[src/rtl/vga_scanout_if.sv]
// Framebuffer read-port bundle between the scanout stage and the block RAM.
interface vga_scanout_if #(
   parameter int unsigned ADDR_WIDTH = 13,
   parameter int unsigned DATA_WIDTH = 12
);
   logic                  fb_en;
   logic [ADDR_WIDTH-1:0] fb_addr;
   logic [DATA_WIDTH-1:0] fb_data;

   modport master (output fb_en, output fb_addr, input  fb_data);
   modport slave  (input  fb_en, input  fb_addr, output fb_data);
endinterface

[src/rtl/vga_scanout.sv]
// vga_scanout: VGA timing generator and framebuffer reader with 2^SCALE_SHIFT
// pixel/line upscaling. Outputs are registered two pixel-enables after the
// counter position they describe, matching the registered RAM read.
module vga_scanout #(
   parameter int unsigned H_ACTIVE    = 640,
   parameter int unsigned H_FP        = 16,
   parameter int unsigned H_SYNC      = 96,
   parameter int unsigned H_BP        = 48,
   parameter int unsigned V_ACTIVE    = 480,
   parameter int unsigned V_FP        = 10,
   parameter int unsigned V_SYNC      = 2,
   parameter int unsigned V_BP        = 33,
   parameter int unsigned SCALE_SHIFT = 3,
   parameter int unsigned FB_WIDTH    = 80,
   parameter int unsigned ADDR_WIDTH  = 13,
   parameter int unsigned DATA_WIDTH  = 12
) (
   input  logic          clk,
   input  logic          rst_n,
   input  logic          pix_ce,
   vga_scanout_if.master fb,
   output logic [3:0]    red,
   output logic [3:0]    green,
   output logic [3:0]    blue,
   output logic          hsync,
   output logic          vsync,
   output logic          blank,
   output logic          frame_start
);

   localparam int unsigned H_TOTAL = H_ACTIVE + H_FP + H_SYNC + H_BP;
   localparam int unsigned V_TOTAL = V_ACTIVE + V_FP + V_SYNC + V_BP;
   localparam int unsigned HW      = $clog2(H_TOTAL);
   localparam int unsigned VW      = $clog2(V_TOTAL);

   localparam logic [HW-1:0] H_ACT_C    = HW'(H_ACTIVE);
   localparam logic [HW-1:0] H_LAST_C   = HW'(H_TOTAL - 1);
   localparam logic [HW-1:0] HS_START_C = HW'(H_ACTIVE + H_FP);
   localparam logic [HW-1:0] HS_END_C   = HW'(H_ACTIVE + H_FP + H_SYNC);
   localparam logic [VW-1:0] V_ACT_C    = VW'(V_ACTIVE);
   localparam logic [VW-1:0] V_LAST_C   = VW'(V_TOTAL - 1);
   localparam logic [VW-1:0] V_ROW_C    = VW'(V_ACTIVE - 1);
   localparam logic [VW-1:0] VS_START_C = VW'(V_ACTIVE + V_FP);
   localparam logic [VW-1:0] VS_END_C   = VW'(V_ACTIVE + V_FP + V_SYNC);
   localparam logic [ADDR_WIDTH-1:0] FB_W_C = ADDR_WIDTH'(FB_WIDTH);

   logic [HW-1:0]         h;
   logic [VW-1:0]         v;
   logic [ADDR_WIDTH-1:0] row_base;
   logic [ADDR_WIDTH-1:0] addr_hold;
   logic [ADDR_WIDTH-1:0] cur_addr;
   logic                  active;
   logic                  h_last;
   logic                  v_last;
   logic                  hs_on;
   logic                  vs_on;
   logic                  row_step;
   logic                  s1_active;
   logic                  s1_hs_on;
   logic                  s1_vs_on;

   // Decode the current counter position.
   always_comb begin
      active   = (h < H_ACT_C) && (v < V_ACT_C);
      h_last   = (h == H_LAST_C);
      v_last   = (v == V_LAST_C);
      hs_on    = (h >= HS_START_C) && (h < HS_END_C);
      vs_on    = (v >= VS_START_C) && (v < VS_END_C);
      // Leaving the last line of a stored row; the final active line is
      // excluded so the row base never points past the framebuffer.
      row_step = h_last && (v[SCALE_SHIFT-1:0] == '1) && (v < V_ROW_C);
      cur_addr = row_base + ADDR_WIDTH'(h >> SCALE_SHIFT);
   end

   // Horizontal and vertical position counters.
   always_ff @(posedge clk or negedge rst_n) begin
      if (!rst_n) begin
         h <= '0;
         v <= '0;
      end else if (pix_ce) begin
         if (h_last) begin
            h <= '0;
            v <= v_last ? '0 : v + 1'b1;
         end else begin
            h <= h + 1'b1;
         end
      end
   end

   // Row base address: advances one framebuffer row per 2^SCALE_SHIFT lines.
   always_ff @(posedge clk or negedge rst_n) begin
      if (!rst_n) begin
         row_base <= '0;
      end else if (pix_ce && h_last) begin
         if (v_last) begin
            row_base <= '0;
         end else if (row_step) begin
            row_base <= row_base + FB_W_C;
         end
      end
   end

   // Remember the last active address so fb_addr is stable in blanking.
   always_ff @(posedge clk or negedge rst_n) begin
      if (!rst_n) begin
         addr_hold <= '0;
      end else if (pix_ce && active) begin
         addr_hold <= cur_addr;
      end
   end

   // RAM enable and frame marker are gated by reset so both read 0 while held.
   assign fb.fb_en   = pix_ce && active && rst_n;
   assign fb.fb_addr = active ? cur_addr : addr_hold;
   assign frame_start = pix_ce && rst_n && (h == '0) && (v == '0);

   // Stage 1: capture position attributes alongside the RAM address sample.
   always_ff @(posedge clk or negedge rst_n) begin
      if (!rst_n) begin
         s1_active <= 1'b0;
         s1_hs_on  <= 1'b0;
         s1_vs_on  <= 1'b0;
      end else if (pix_ce) begin
         s1_active <= active;
         s1_hs_on  <= hs_on;
         s1_vs_on  <= vs_on;
      end
   end

   // Stage 2: output registers, colour taken from the RAM's registered data.
   always_ff @(posedge clk or negedge rst_n) begin
      if (!rst_n) begin
         red   <= '0;
         green <= '0;
         blue  <= '0;
         blank <= 1'b1;
         hsync <= 1'b1;
         vsync <= 1'b1;
      end else if (pix_ce) begin
         if (s1_active) begin
            red   <= fb.fb_data[11:8];
            green <= fb.fb_data[7:4];
            blue  <= fb.fb_data[3:0];
         end else begin
            red   <= '0;
            green <= '0;
            blue  <= '0;
         end
         blank <= !s1_active;
         hsync <= !s1_hs_on;
         vsync <= !s1_vs_on;
      end
   end

endmodule
[src/flat_wrapper.sv]
// flat-port wrapper written by rule: the top's interface ports become plain ports
module vga_scanout_flat 
#(
   parameter int unsigned H_ACTIVE    = 640,
   parameter int unsigned H_FP        = 16,
   parameter int unsigned H_SYNC      = 96,
   parameter int unsigned H_BP        = 48,
   parameter int unsigned V_ACTIVE    = 480,
   parameter int unsigned V_FP        = 10,
   parameter int unsigned V_SYNC      = 2,
   parameter int unsigned V_BP        = 33,
   parameter int unsigned SCALE_SHIFT = 3,
   parameter int unsigned FB_WIDTH    = 80,
   parameter int unsigned ADDR_WIDTH  = 13,
   parameter int unsigned DATA_WIDTH  = 12
)
  (clk, rst_n, pix_ce, red, green, blue, hsync, vsync, blank, frame_start, fb_fb_en, fb_fb_addr, fb_fb_data);
  vga_scanout_if #(.ADDR_WIDTH(ADDR_WIDTH), .DATA_WIDTH(DATA_WIDTH)) fb_i ();
  input  logic clk;
  input  logic rst_n;
  input  logic pix_ce;
  output logic [3:0] red;
  output logic [3:0] green;
  output logic [3:0] blue;
  output logic hsync;
  output logic vsync;
  output logic blank;
  output logic frame_start;
  output wire logic [$bits(fb_i.fb_en)-1:0] fb_fb_en;
  output wire logic [$bits(fb_i.fb_addr)-1:0] fb_fb_addr;
  input wire logic [$bits(fb_i.fb_data)-1:0] fb_fb_data;
  assign fb_fb_en = fb_i.fb_en;
  assign fb_fb_addr = fb_i.fb_addr;
  assign fb_i.fb_data = fb_fb_data;
  vga_scanout #(.H_ACTIVE(H_ACTIVE), .H_FP(H_FP), .H_SYNC(H_SYNC), .H_BP(H_BP), .V_ACTIVE(V_ACTIVE), .V_FP(V_FP), .V_SYNC(V_SYNC), .V_BP(V_BP), .SCALE_SHIFT(SCALE_SHIFT), .FB_WIDTH(FB_WIDTH), .ADDR_WIDTH(ADDR_WIDTH), .DATA_WIDTH(DATA_WIDTH)) u_core (.clk(clk), .rst_n(rst_n), .pix_ce(pix_ce), .fb(fb_i), .red(red), .green(green), .blue(blue), .hsync(hsync), .vsync(vsync), .blank(blank), .frame_start(frame_start));
endmodule
[config.mk]
export PLATFORM = sky130hd
export DESIGN_NAME = vga_scanout_flat
export DESIGN_NICKNAME = d
export VERILOG_FILES = /design/src/rtl/vga_scanout_if.sv /design/src/rtl/vga_scanout.sv /design/src/flat_wrapper.sv
export SDC_FILE = /design/constraint.sdc
export NUM_CORES = 1
export LEC_CHECK = 0
export CORE_UTILIZATION = 50
export CTS_CLUSTER_SIZE = 30
export DETAILED_ROUTE_END_ITERATION = 7
export PLACE_DENSITY = 0.74
export SETUP_SLACK_MARGIN = 0.15
export SLEW_MARGIN = 25
export SYNTH_ARGS = -nofsm -noshare
export SYNTH_HDL_FRONTEND = slang
export SYNTH_SLANG_ARGS = --single-unit
[constraint.sdc]
create_clock -name clk -period 3.4 [get_ports clk]
set_input_delay 1.02 -clock clk [delete_from_list [all_inputs] [get_ports clk]]
set_output_delay 1.02 -clock clk [all_outputs]
set_load 0.01 [all_outputs]
; Word level (Yosys, flattened, before mapping)
; Index checks and enable logic that the tools add are counted.
[classes]
add_sub_neg = 4
mul = 0
n_div = 0
magnitude_cmp = 7
n_eq_ne = 3
n_shift = 0
muxes = 8
bitwise_logic = 0
n_reduce_logical = 19
[ops]
columns = operator, n
row1 = two-way mux 13 bit, 3
row2 = less-than comparator 10 x 9 -> 1 bit (second input constant), 3
row3 = adder 10 x 1 -> 10 bit (second input constant), 2
row4 = == test 10 bit (second input constant), 2
row5 = zero test 10 bit, 2
row6 = less-than comparator 10 bit (second input constant), 2
row7 = two-way mux 10 bit, 2
row8 = adder 13 x 7 -> 13 bit, 1
row9 = adder 13 x 7 -> 13 bit (second input constant), 1
row10 = two-way mux 4 bit, 3
row11 = logical AND 1 bit, 11
row12 = >= comparator 10 bit (second input constant), 1
row13 = >= comparator 10 x 9 -> 1 bit (second input constant), 1
row14 = AND reduction 2 bit, 2
row15 = == test 3 bit (second input constant), 1
row16 = zero test 1 bit, 3
row17 = nonzero test 2 bit, 1
[totals]
regBits = 64
latchBits = 0
ram_bits = 0
rom_bits = 0
input_bits = 15
memories = 0

; Logic depth before layout (Yosys ltp)
; Gate-level depths: netlist of the first run.
[logic_depth]
depth_word = 5
depth_mapped = 7
depth_no_buf = 6

; Worst setup path before layout of the first run
; OpenSTA, ideal clock, no wires.
[synth_path]
path_type = input to output
from = in pix_ce
to = out fb_fb_en
t_arrival_ps = 2016
required_ps = 2380
setup_slack_ps = 364
path_stages = 5
n_path_buf = 2
cell_sequence = buf_2 and2b_1 nand3b_1 buf_2 nor2_1
[synth_via]
elab_chain_len = 2
[synth_lines]
columns = item, line_no
row1 = start: declaration, flat_wrapper.sv:21  ; input logic pix_ce;
row2 = logical AND 1 bit (2 in a row), vga_scanout.sv:113  ; assign fb.fb_en = pix_ce && active && rst_n;
row3 = end: declaration, flat_wrapper.sv:29  ; output wire logic [$bits(fb_i.fb_en)-1:0] fb_fb_en;
; Every way passes these cells.

; Worst setup path in the final report of the first run
[layout_path]
from = reg u_core.h[8]
to = out fb_fb_addr[11]
[layout_via]
elab_chain_len = 3
elab_cells_between_ends = 4
classes_between = add/sub: 1 / order compare: 1 / mux: 1 / reduce/logical: 1
[layout_lines]
columns = item, line_no
row1 = start: declaration, vga_scanout.sv:47  ; logic [HW-1:0] h;
row2 = start signal: assignment, vga_scanout.sv:85  ; h <= h + 1'b1;
row3 = "parallel branches: the longest is 2 deep, another holds adder 13 x 7 -> 13 bit", --
row4 = two-way mux 13 bit (*), vga_scanout.sv:114  ; assign fb.fb_addr = active ? cur_addr : addr_hold;
row5 = end: declaration, flat_wrapper.sv:30  ; output wire logic [$bits(fb_i.fb_addr)-1:0] fb_fb_addr;
; Mark *: on every way between the ends.

==> impl_results.rst, run 1 <==
.. list-table::
   :header-rows: 1

   * - Metric
     - Value
   * - Total design power
     - between 1.5 and 2 mW
   * - Via count of the first global-routing pass
     - approximately 2800
   * - Hold_ws
     - ~0.42 ns
   * - Drt via density
     - slightly below 6
   * - HP Start
     - u_core.s1_hs_on$_DFFE_PN0P_
   * - Routed WL
     - between 8000 and 9000 microns
   * - Total Nets Final
     - about 440
   * - Site row count
     - 29
   * - Antenna violations before repair
     - 0
   * - Root Buffer Master
     - sky130_fd_sc_hd__clkbuf_8
   * - Power density over the cells
     - 408 nW/um^2
   * - Worst hold path endpoint
     - u_core.hsync$_DFFE_PN1P_
   * - Max-slew headroom
     - between 40% and 50%
   * - Cell internal pwr
     - ~1.4 mW
   * - Crit Path Category
     - reg2out
   * - Sink count of the clock tree
     - 60
   * - Number of standard cells after synthesis
     - 342
   * - Setup total negative slack
     - 0 ns
   * - Core area
     - around 6500 sq um
   * - Critical R2R Capture
     - u_core.row_base[4]$_DFFE_PN0P_
   * - Number of iterations in the first detailed-routing pass
     - 6
   * - Net Sw Power
     - 0.482 mW
   * - Cell type with the largest total area after synthesis
     - sky130_fd_sc_hd__dfrtp_1
   * - Failing checks
     - DRC
   * - Number of hold violations in the final report
     - 0
   * - Number of DRC markers after the initial detailed-route iteration
     - around 150
   * - Sequential fraction of design power
     - roughly 45%
   * - Finish-stage setup viols
     - 0
   * - I/O pin cnt
     - 45
   * - Worst-path clk slew
     - 0.07 ns
   * - Worst Setup End Kind
     - primary output
   * - Switching Share
     - a little over a quarter
   * - Leakage component of the power
     - ~2.1 nW
   * - Clock buffers created by TritonCTS
     - 9
   * - Maximum resistive drop on vdd
     - around 0.00032 V
   * - CTS tree
     - yes
   * - # Max-Cap Violations
     - 0
   * - Part of the power in combinational logic
     - 16.8%
   * - Final period demand of the worst path
     - approximately 3.3 ns
   * - Number of buffers inserted for hold repair after clock tree synthesis
     - 0
   * - Crit path launch
     - u_core.h[8]$_DFFE_PN0P_
   * - HPWL Detailed
     - around 5300 microns
   * - Count of port buffers added during placement
     - between 40 and 50
   * - Average instance area after synthesis
     - 9.94 sq um
   * - Layout overhead on the synthesized area
     - 32.4%
   * - Number of flops mapped to enable cells by yosys
     - 0
   * - Critical path startpoint category
     - register
   * - Worst Reg2Reg Path Length in Cells
     - 7
   * - Clock Skews
     - 0.00633 ns
   * - Most instantiated flip-flop cell in the synthesis netlist
     - sky130_fd_sc_hd__dfrtp_1
   * - Congestion Overflow GR
     - 0
   * - Critical path peak fanout
     - 3
   * - Post-synth net total
     - roughly 370
   * - Synth async-reset ratio
     - between 90% and 100%
   * - Slack of the worst reg-to-reg path
     - 1.13 ns
   * - Count of vias placed by the detailed router
     - approximately 2900
   * - Arrival time at the worst endpoint
     - approximately 2.2 ns
   * - Slew at the pin closest to its max-slew limit
     - roughly 0.77 ns
   * - Routability-driven placement congestion ratio
     - just under 0.9
   * - Syn Std Cell Area
     - between 3000 and 4000 sq um
   * - Chip width
     - roughly 84 microns
   * - #FFs+latches synth
     - 60
   * - Number of warnings reported in the yosys synthesis log
     - 0
   * - Commonest cells after routing, fill and taps aside
     - sky130_fd_sc_hd__dfrtp_1 (55), sky130_fd_sc_hd__buf_4 (33), sky130_fd_sc_hd__nand3_1 (29), sky130_fd_sc_hd__o21ai_0 (28), sky130_fd_sc_hd__clkdlybuf4s50_1 (27)
   * - Cell types with the largest area share after synthesis
     - sky130_fd_sc_hd__dfrtp_1 (42%), sky130_fd_sc_hd__mux2_2 (9.3%), sky130_fd_sc_hd__nand3_1 (4.3%)
   * - Area of the die
     - ~7100 sq um
   * - Routed wire length per instance
     - 16.4 microns
   * - Clock insertion delay at the later pin of the skew report
     - about 0.34 ns
   * - Wire length of the first global-routing pass
     - about 13000 microns
   * - Distinct cells, synth
     - 53
   * - Fraction of power consumed by the clock network
     - between 30% and 40%
   * - GRT Util Overall
     - a little under a quarter
   * - Share of the yosys chip area belonging to registers
     - between 40 and 50%
   * - Largest net degree at the start of global routing
     - 61
   * - Number of remaining DRC errors
     - 8
   * - Crit path required time
     - roughly 2.4 ns
   * - Antenna-violating nets left
     - 0
   * - Total count of max-transition violations in the final report
     - 0
   * - Fraction of layout instances using a drive strength above 1
     - between 20% and 30%
   * - Chip height
     - around 84 microns
   * - Most frequent standard cell in the layout excluding fill and tap cells
     - sky130_fd_sc_hd__dfrtp_1
   * - Path type of the worst min-delay path
     - reg2reg
   * - Fraction of the cycle the final worst path needs
     - 95.7%
   * - H-tree lvl count
     - 3
   * - Max Freq
     - slightly above 0.3 GHz
   * - Area share of the leading cell type in the synthesized netlist
     - a little over two fifths
   * - Worst Hold Path Cells
     - 1
   * - Setup repair after global routing missed its margin
     - yes
   * - Status
     - finished with violations
   * - Maximum count of clock buffers along a single path
     - 2
   * - Starting Density
     - 52.6%
   * - Startpoint of the lowest-slack register-to-register path
     - u_core.v[0]$_DFFE_PN0P_
   * - # diodes
     - 0
cell families after synthesis:
logic type,after synthesis,synth area share [%]
AOI/OAI and AO/OA,67,13.0
xor gates and xnor gates,16,4.12
adders and majority gates,10,3.68
buffers and inverters,45,5.49
DFF,60,44.3
muxes,30,9.87
and+or+nand+nor,114,19.5
through the flow:
step / area, sq um / cells / utilization, % / worst slack [ns]
2_1_floorplan: 3400 / 342 / - / 0.364
3_3_place_gp: 3990 / 464 / 61.8 / -0.246
3_5_place_dp: 3990 / 464 / 61.8 / -0.242
4_1_cts: 4350 / 488 / 67.3 / -0.0451
5_1_grt: 4500 / 500 / 69.6 / 0.0449
6_report: 4500 / 500 / 69.6 / 0.145
power by group through the flow:
| stage | combinational, mW | clock, mW | sequential, mW |
|---|---|---|---|
| 2_1_floorplan | 0.167 | 0 | 0.833 |
| 3_3_place_gp | 0.315 | 0 | 0.828 |
| 3_5_place_dp | 0.320 | 0 | 0.832 |
| 4_1_cts | 0.312 | 0.723 | 0.819 |
| 5_1_grt | 0.338 | 0.753 | 0.827 |
| 6_report | 0.308 | 0.709 | 0.819 |
worst max-delay path, stage by stage, from the launching register on:
cell                       delay (ns)
sky130_fd_sc_hd__dfrtp_1         0.41
sky130_fd_sc_hd__ha_4            0.27
sky130_fd_sc_hd__a211oi_2        0.25
sky130_fd_sc_hd__buf_4           0.17
sky130_fd_sc_hd__buf_6           0.10
sky130_fd_sc_hd__buf_4           0.11
sky130_fd_sc_hd__nor3_4          0.04
sky130_fd_sc_hd__xor2_1          0.17
sky130_fd_sc_hd__mux2_4          0.27
sky130_fd_sc_hd__buf_6           0.12
how the worst max path moves through the flow:
stage	endpoint	cells after the start
2_1_floorplan	fb_fb_en	5
3_3_place_gp	frame_start	6
4_1_cts	fb_fb_addr[12]	7
5_1_grt	fb_fb_addr[7]	7
3_5_place_dp	frame_start	6
6_report	fb_fb_addr[11]	9
cells in the mapped netlist, drive strengths merged, types with 5 or more instances:
cell type	count
clkbuf	8
inv	26
nor2	12
a21oi	6
a31oi	7
a21o	5
nand3	29
ha	10
nand2	22
buf	11
xor2	9
dfrtp	57
and3	6
nor4	8
nand4	8
o21ai	29
mux2	28
xnor2	7
nor3	8
sequential cells by signal (all words and copies together), names as in the netlist:
signal,cells
u_core.blue,4
u_core.red,4
u_core.v,10
u_core.s1_vs_on,1
u_core.row_base,9
u_core.hsync,1
u_core.green,4
u_core.s1_hs_on,1
u_core.blank,1
u_core.h,10
u_core.addr_hold,13
u_core.vsync,1
u_core.s1_active,1
layout make-up:
| class | instances | area (sq um) |
|---|---|---|
| fillers | 477 | 1960 |
| inverters | 26 | 97.6 |
| clock inverters | 4 | 72.6 |
| multi-input cells | 237 | 1850 |
| clock buffers | 12 | 145 |
| well taps | 77 | 96.3 |
| flip-flops and latches | 60 | 1510 |
| repair buffers | 84 | 733 |
metal layers:
layer  up-vias  share of wire (%)  track usage (%)
met5         -                  0                0
met4         0                1.5             7.70
met3        12                5.1             7.37
met2        94                 50             39.6
met1      1394                 43             29.6
li1       1393                  -                -
what timing repair did:
item,4_1_cts,5_1_grt
pin swaps,6,6
buffers inserted,7,12
cloned,1,0
resized for setup,40,37
setup endpoints to repair,15,11
Note: power is estimated with default switching activity, not from simulation.
==> inputs of run 2 (changes only) <==
--- a/config.mk
+++ b/config.mk
@@ -8,7 +8,7 @@
 export CORE_UTILIZATION = 50
 export CTS_CLUSTER_SIZE = 30
 export DETAILED_ROUTE_END_ITERATION = 7
-export PLACE_DENSITY = 0.74
+export PLACE_DENSITY = 0.82
 export SETUP_SLACK_MARGIN = 0.15
 export SLEW_MARGIN = 25
 export SYNTH_ARGS = -nofsm -noshare
==> run 2 against run 1 <==
Compared with the run above: the flow still finishes with violations (DRC); sequential power increased by 2%; non-clock buffer count decreased by 8; die area unchanged; clock power increased by 5.5%; hold slack improved by 0.028 ns; largest cell class unchanged; power increased by 1.8%; cell count decreased by 1.6%; critical path depth decreased by 2; flip-flop and latch count unchanged; fmax increased by 0.75%; global-route usage increased by 1.7 points.
==> impl_results.rst, run 2 (synthesized netlist as in run 1, its figures left out) <==
.. list-table::
   :header-rows: 1

   * - Metric
     - Value
   * - Worst Setup End Kind
     - primary output
   * - Clock buffers created by TritonCTS
     - 9
   * - Antenna violations before repair
     - 0
   * - Failing checks
     - DRC
   * - Routed wire length per instance
     - about 17 microns
   * - Maximum count of clock buffers along a single path
     - 2
   * - Root Buffer Master
     - sky130_fd_sc_hd__clkbuf_8
   * - Number of remaining DRC errors
     - 4
   * - Register containing the most flip-flops in the final layout
     - u_core.addr_hold
   * - Starting Density
     - 52.6%
   * - HP Start
     - u_core.s1_hs_on$_DFFE_PN0P_
   * - Chip height
     - ~84 microns
   * - Slack of the worst reg-to-reg path
     - 1.13 ns
   * - Crit Path Category
     - reg2out
   * - Startpoint of the lowest-slack register-to-register path
     - u_core.v[0]$_DFFE_PN0P_
   * - CP dominant cell by count
     - sky130_fd_sc_hd__buf_6
   * - End of the critical path
     - fb_fb_addr[12]
   * - Layout overhead on the synthesized area
     - 28.3%
   * - Max Freq
     - 0.310 GHz
   * - Critical path peak fanout
     - 6
   * - Max-slew headroom
     - 49.4%
   * - Total Nets Final
     - 435
   * - Maximum resistive drop on vdd
     - 0.000387 V
   * - Net Sw Power
     - 0.482 mW
   * - Number of iterations in the first detailed-routing pass
     - 7
   * - Finish-stage setup viols
     - 0
   * - CTS tree
     - yes
   * - Cell internal pwr
     - around 1.4 mW
   * - Pre-CTS worst setup slack
     - -0.269 ns
   * - # diodes
     - 0
   * - Most frequent standard cell in the layout excluding fill and tap cells
     - sky130_fd_sc_hd__dfrtp_1
   * - Fraction of layout instances using a drive strength above 1
     - 26.3%
   * - Cell with the largest stage delay on the worst path
     - sky130_fd_sc_hd__dfrtp_1
   * - Multi-input combinational cell area
     - ~1800 sq um
   * - Crit path max-delay family
     - buffers and inverters
   * - Flip-flop count of the largest register after layout
     - 13
   * - Reg area
     - between 1500 and 2000 sq um
   * - Largest net degree at the start of global routing
     - 61
   * - Critical R2R Capture
     - u_core.row_base[4]$_DFFE_PN0P_
   * - I/O pin cnt
     - 45
   * - Critical path startpoint category
     - register
   * - Arrival time at the worst endpoint
     - ~2.2 ns
   * - Number of DRC markers after the initial detailed-route iteration
     - a little under 200
   * - Worst-path clk slew
     - 0.07 ns
   * - GRT Util Overall
     - 25.5%
   * - Count of vias placed by the detailed router
     - 2873
   * - Stage delay of the slowest cell on the critical path
     - about 0.43 ns
   * - Number of inserted filler cells in the final layout
     - slightly below 500
   * - Crit path launch
     - u_core.h[8]$_DFFE_PN0P_
   * - Setup repair after global routing missed its margin
     - yes
   * - Chip width
     - about 84 microns
   * - Status
     - finished with violations
   * - Routed WL
     - approximately 8200 microns
   * - Site row count
     - 29
   * - Switching Share
     - between 20% and 30%
   * - Routability-driven placement congestion ratio
     - between 0.8 and 0.9
   * - Antenna-violating nets left
     - 0
   * - Area of the die
     - a little over 7000 sq um
   * - Count of port buffers added during placement
     - 44
   * - Commonest cells after routing, fill and taps aside
     - sky130_fd_sc_hd__dfrtp_1 (56), sky130_fd_sc_hd__nand3_1 (29), sky130_fd_sc_hd__buf_4 (29), sky130_fd_sc_hd__mux2_2 (28), sky130_fd_sc_hd__o21ai_0 (28)
   * - Wire length of the first global-routing pass
     - approximately 14000 microns
   * - Buffers plus inverters on the worst setup path
     - 4
   * - Via count of the first global-routing pass
     - around 3000
   * - Sequential fraction of design power
     - between 40% and 50%
   * - Core area
     - about 6500 sq um
   * - HPWL Detailed
     - ~5400 microns
   * - Sink count of the clock tree
     - 60
   * - Fraction of power consumed by the clock network
     - around 40%
   * - Worst Reg2Reg Path Length in Cells
     - 7
   * - Final period demand of the worst path
     - ~3.2 ns
   * - Setup total negative slack
     - 0 ns
   * - H-tree lvl count
     - 3
   * - Clock Skews
     - approximately 0.01 ns
   * - Congestion Overflow GR
     - 0
   * - Fraction of the cycle the final worst path needs
     - between 90% and 100%
   * - Slew at the pin closest to its max-slew limit
     - approximately 0.76 ns
   * - Leakage component of the power
     - 1.98 nW
   * - Registers with the most flip-flops
     - u_core.addr_hold (13), u_core.h (10), u_core.v (10)
   * - Power density over the cells
     - 429 nW/um^2
   * - Clock insertion delay at the later pin of the skew report
     - 0.34 ns
   * - Number of hold violations in the final report
     - 0
   * - Path type of the worst min-delay path
     - reg2reg
   * - Count of cell instances traversed by the critical path
     - 7
   * - Total count of max-transition violations in the final report
     - 0
   * - Drt via density
     - 5.84
   * - Final critical-path setup slack
     - between 0.15 and 0.2 ns
   * - Part of the power in combinational logic
     - roughly 16%
   * - # Max-Cap Violations
     - 0
   * - Crit path required time
     - about 2.4 ns
   * - Crit path cell chain
     - buf_6 -> o21ai_4 -> nor3b_4 -> buf_6 -> buf_4 -> mux2_2 -> clkdlybuf4s15_1
==> run 2: how the worst min path moves through the flow <==
stage | cells after the start | end | slack (ns)
final | 1 | u_core.hsync$_DFFE_PN1P_ | 0.45
after global routing | 1 | u_core.hsync$_DFFE_PN1P_ | 0.48
after CTS | 1 | u_core.hsync$_DFFE_PN1P_ | 0.46
after detailed placement | 1 | u_core.hsync$_DFFE_PN1P_ | 0.45
after global placement | 1 | u_core.hsync$_DFFE_PN1P_ | 0.40
after floorplan | 1 | u_core.hsync$_DFFE_PN1P_ | 0.39
==> run 2: area by class of cell <==
class,instances,area share (%)
Timing Repair Buffer,76,14.6
Multi-Input combinational cell,237,40.9
Tap cell,77,2.21
Inverter,26,2.24
Clock inverter,3,1.55
Sequential cell,60,34.6
Clock buffer,13,3.87
==> run 2: stage by stage <==
| step | cells | util, % | hold WS [ns] | power, mW | area [sq um] |
|---|---|---|---|---|---|
| after floorplan | 342 | - | 0.387 | 1.00 | 3400 |
| after global placement | 460 | 61.3 | 0.403 | 1.12 | 3960 |
| after detailed placement | 460 | 61.3 | 0.451 | 1.14 | 3960 |
| after CTS | 487 | 67.0 | 0.461 | 1.88 | 4330 |
| after global routing | 492 | 67.5 | 0.482 | 1.95 | 4360 |
| final | 492 | 67.5 | 0.451 | 1.87 | 4360 |
==> run 2: repair_timing <==
action | in CTS | in global routing
pin swaps | 4 | 5
resized for setup | 33 | 21
cloned | 1 | 0
hold buffers | 0 | 0
buffers inserted | 10 | 5
endpoints found under the setup margin | 15 | 12
==> run 2: power groups by stage <==
stage          clock (mW)  combinational, mW  sequential, mW
2_1_floorplan           0              0.167           0.833
3_3_place_gp            0              0.285           0.840
3_5_place_dp            0              0.299           0.844
4_1_cts             0.762              0.290           0.831
5_1_grt             0.796              0.316           0.842
6_report            0.748              0.289           0.833
==> run 2: per-layer routing <==
metal,global-route usage (%),share of wire (%)
met5,0,0
met4,8.47,1.5
met3,6.49,5.9
met2,43.2,50
met1,32.0,42
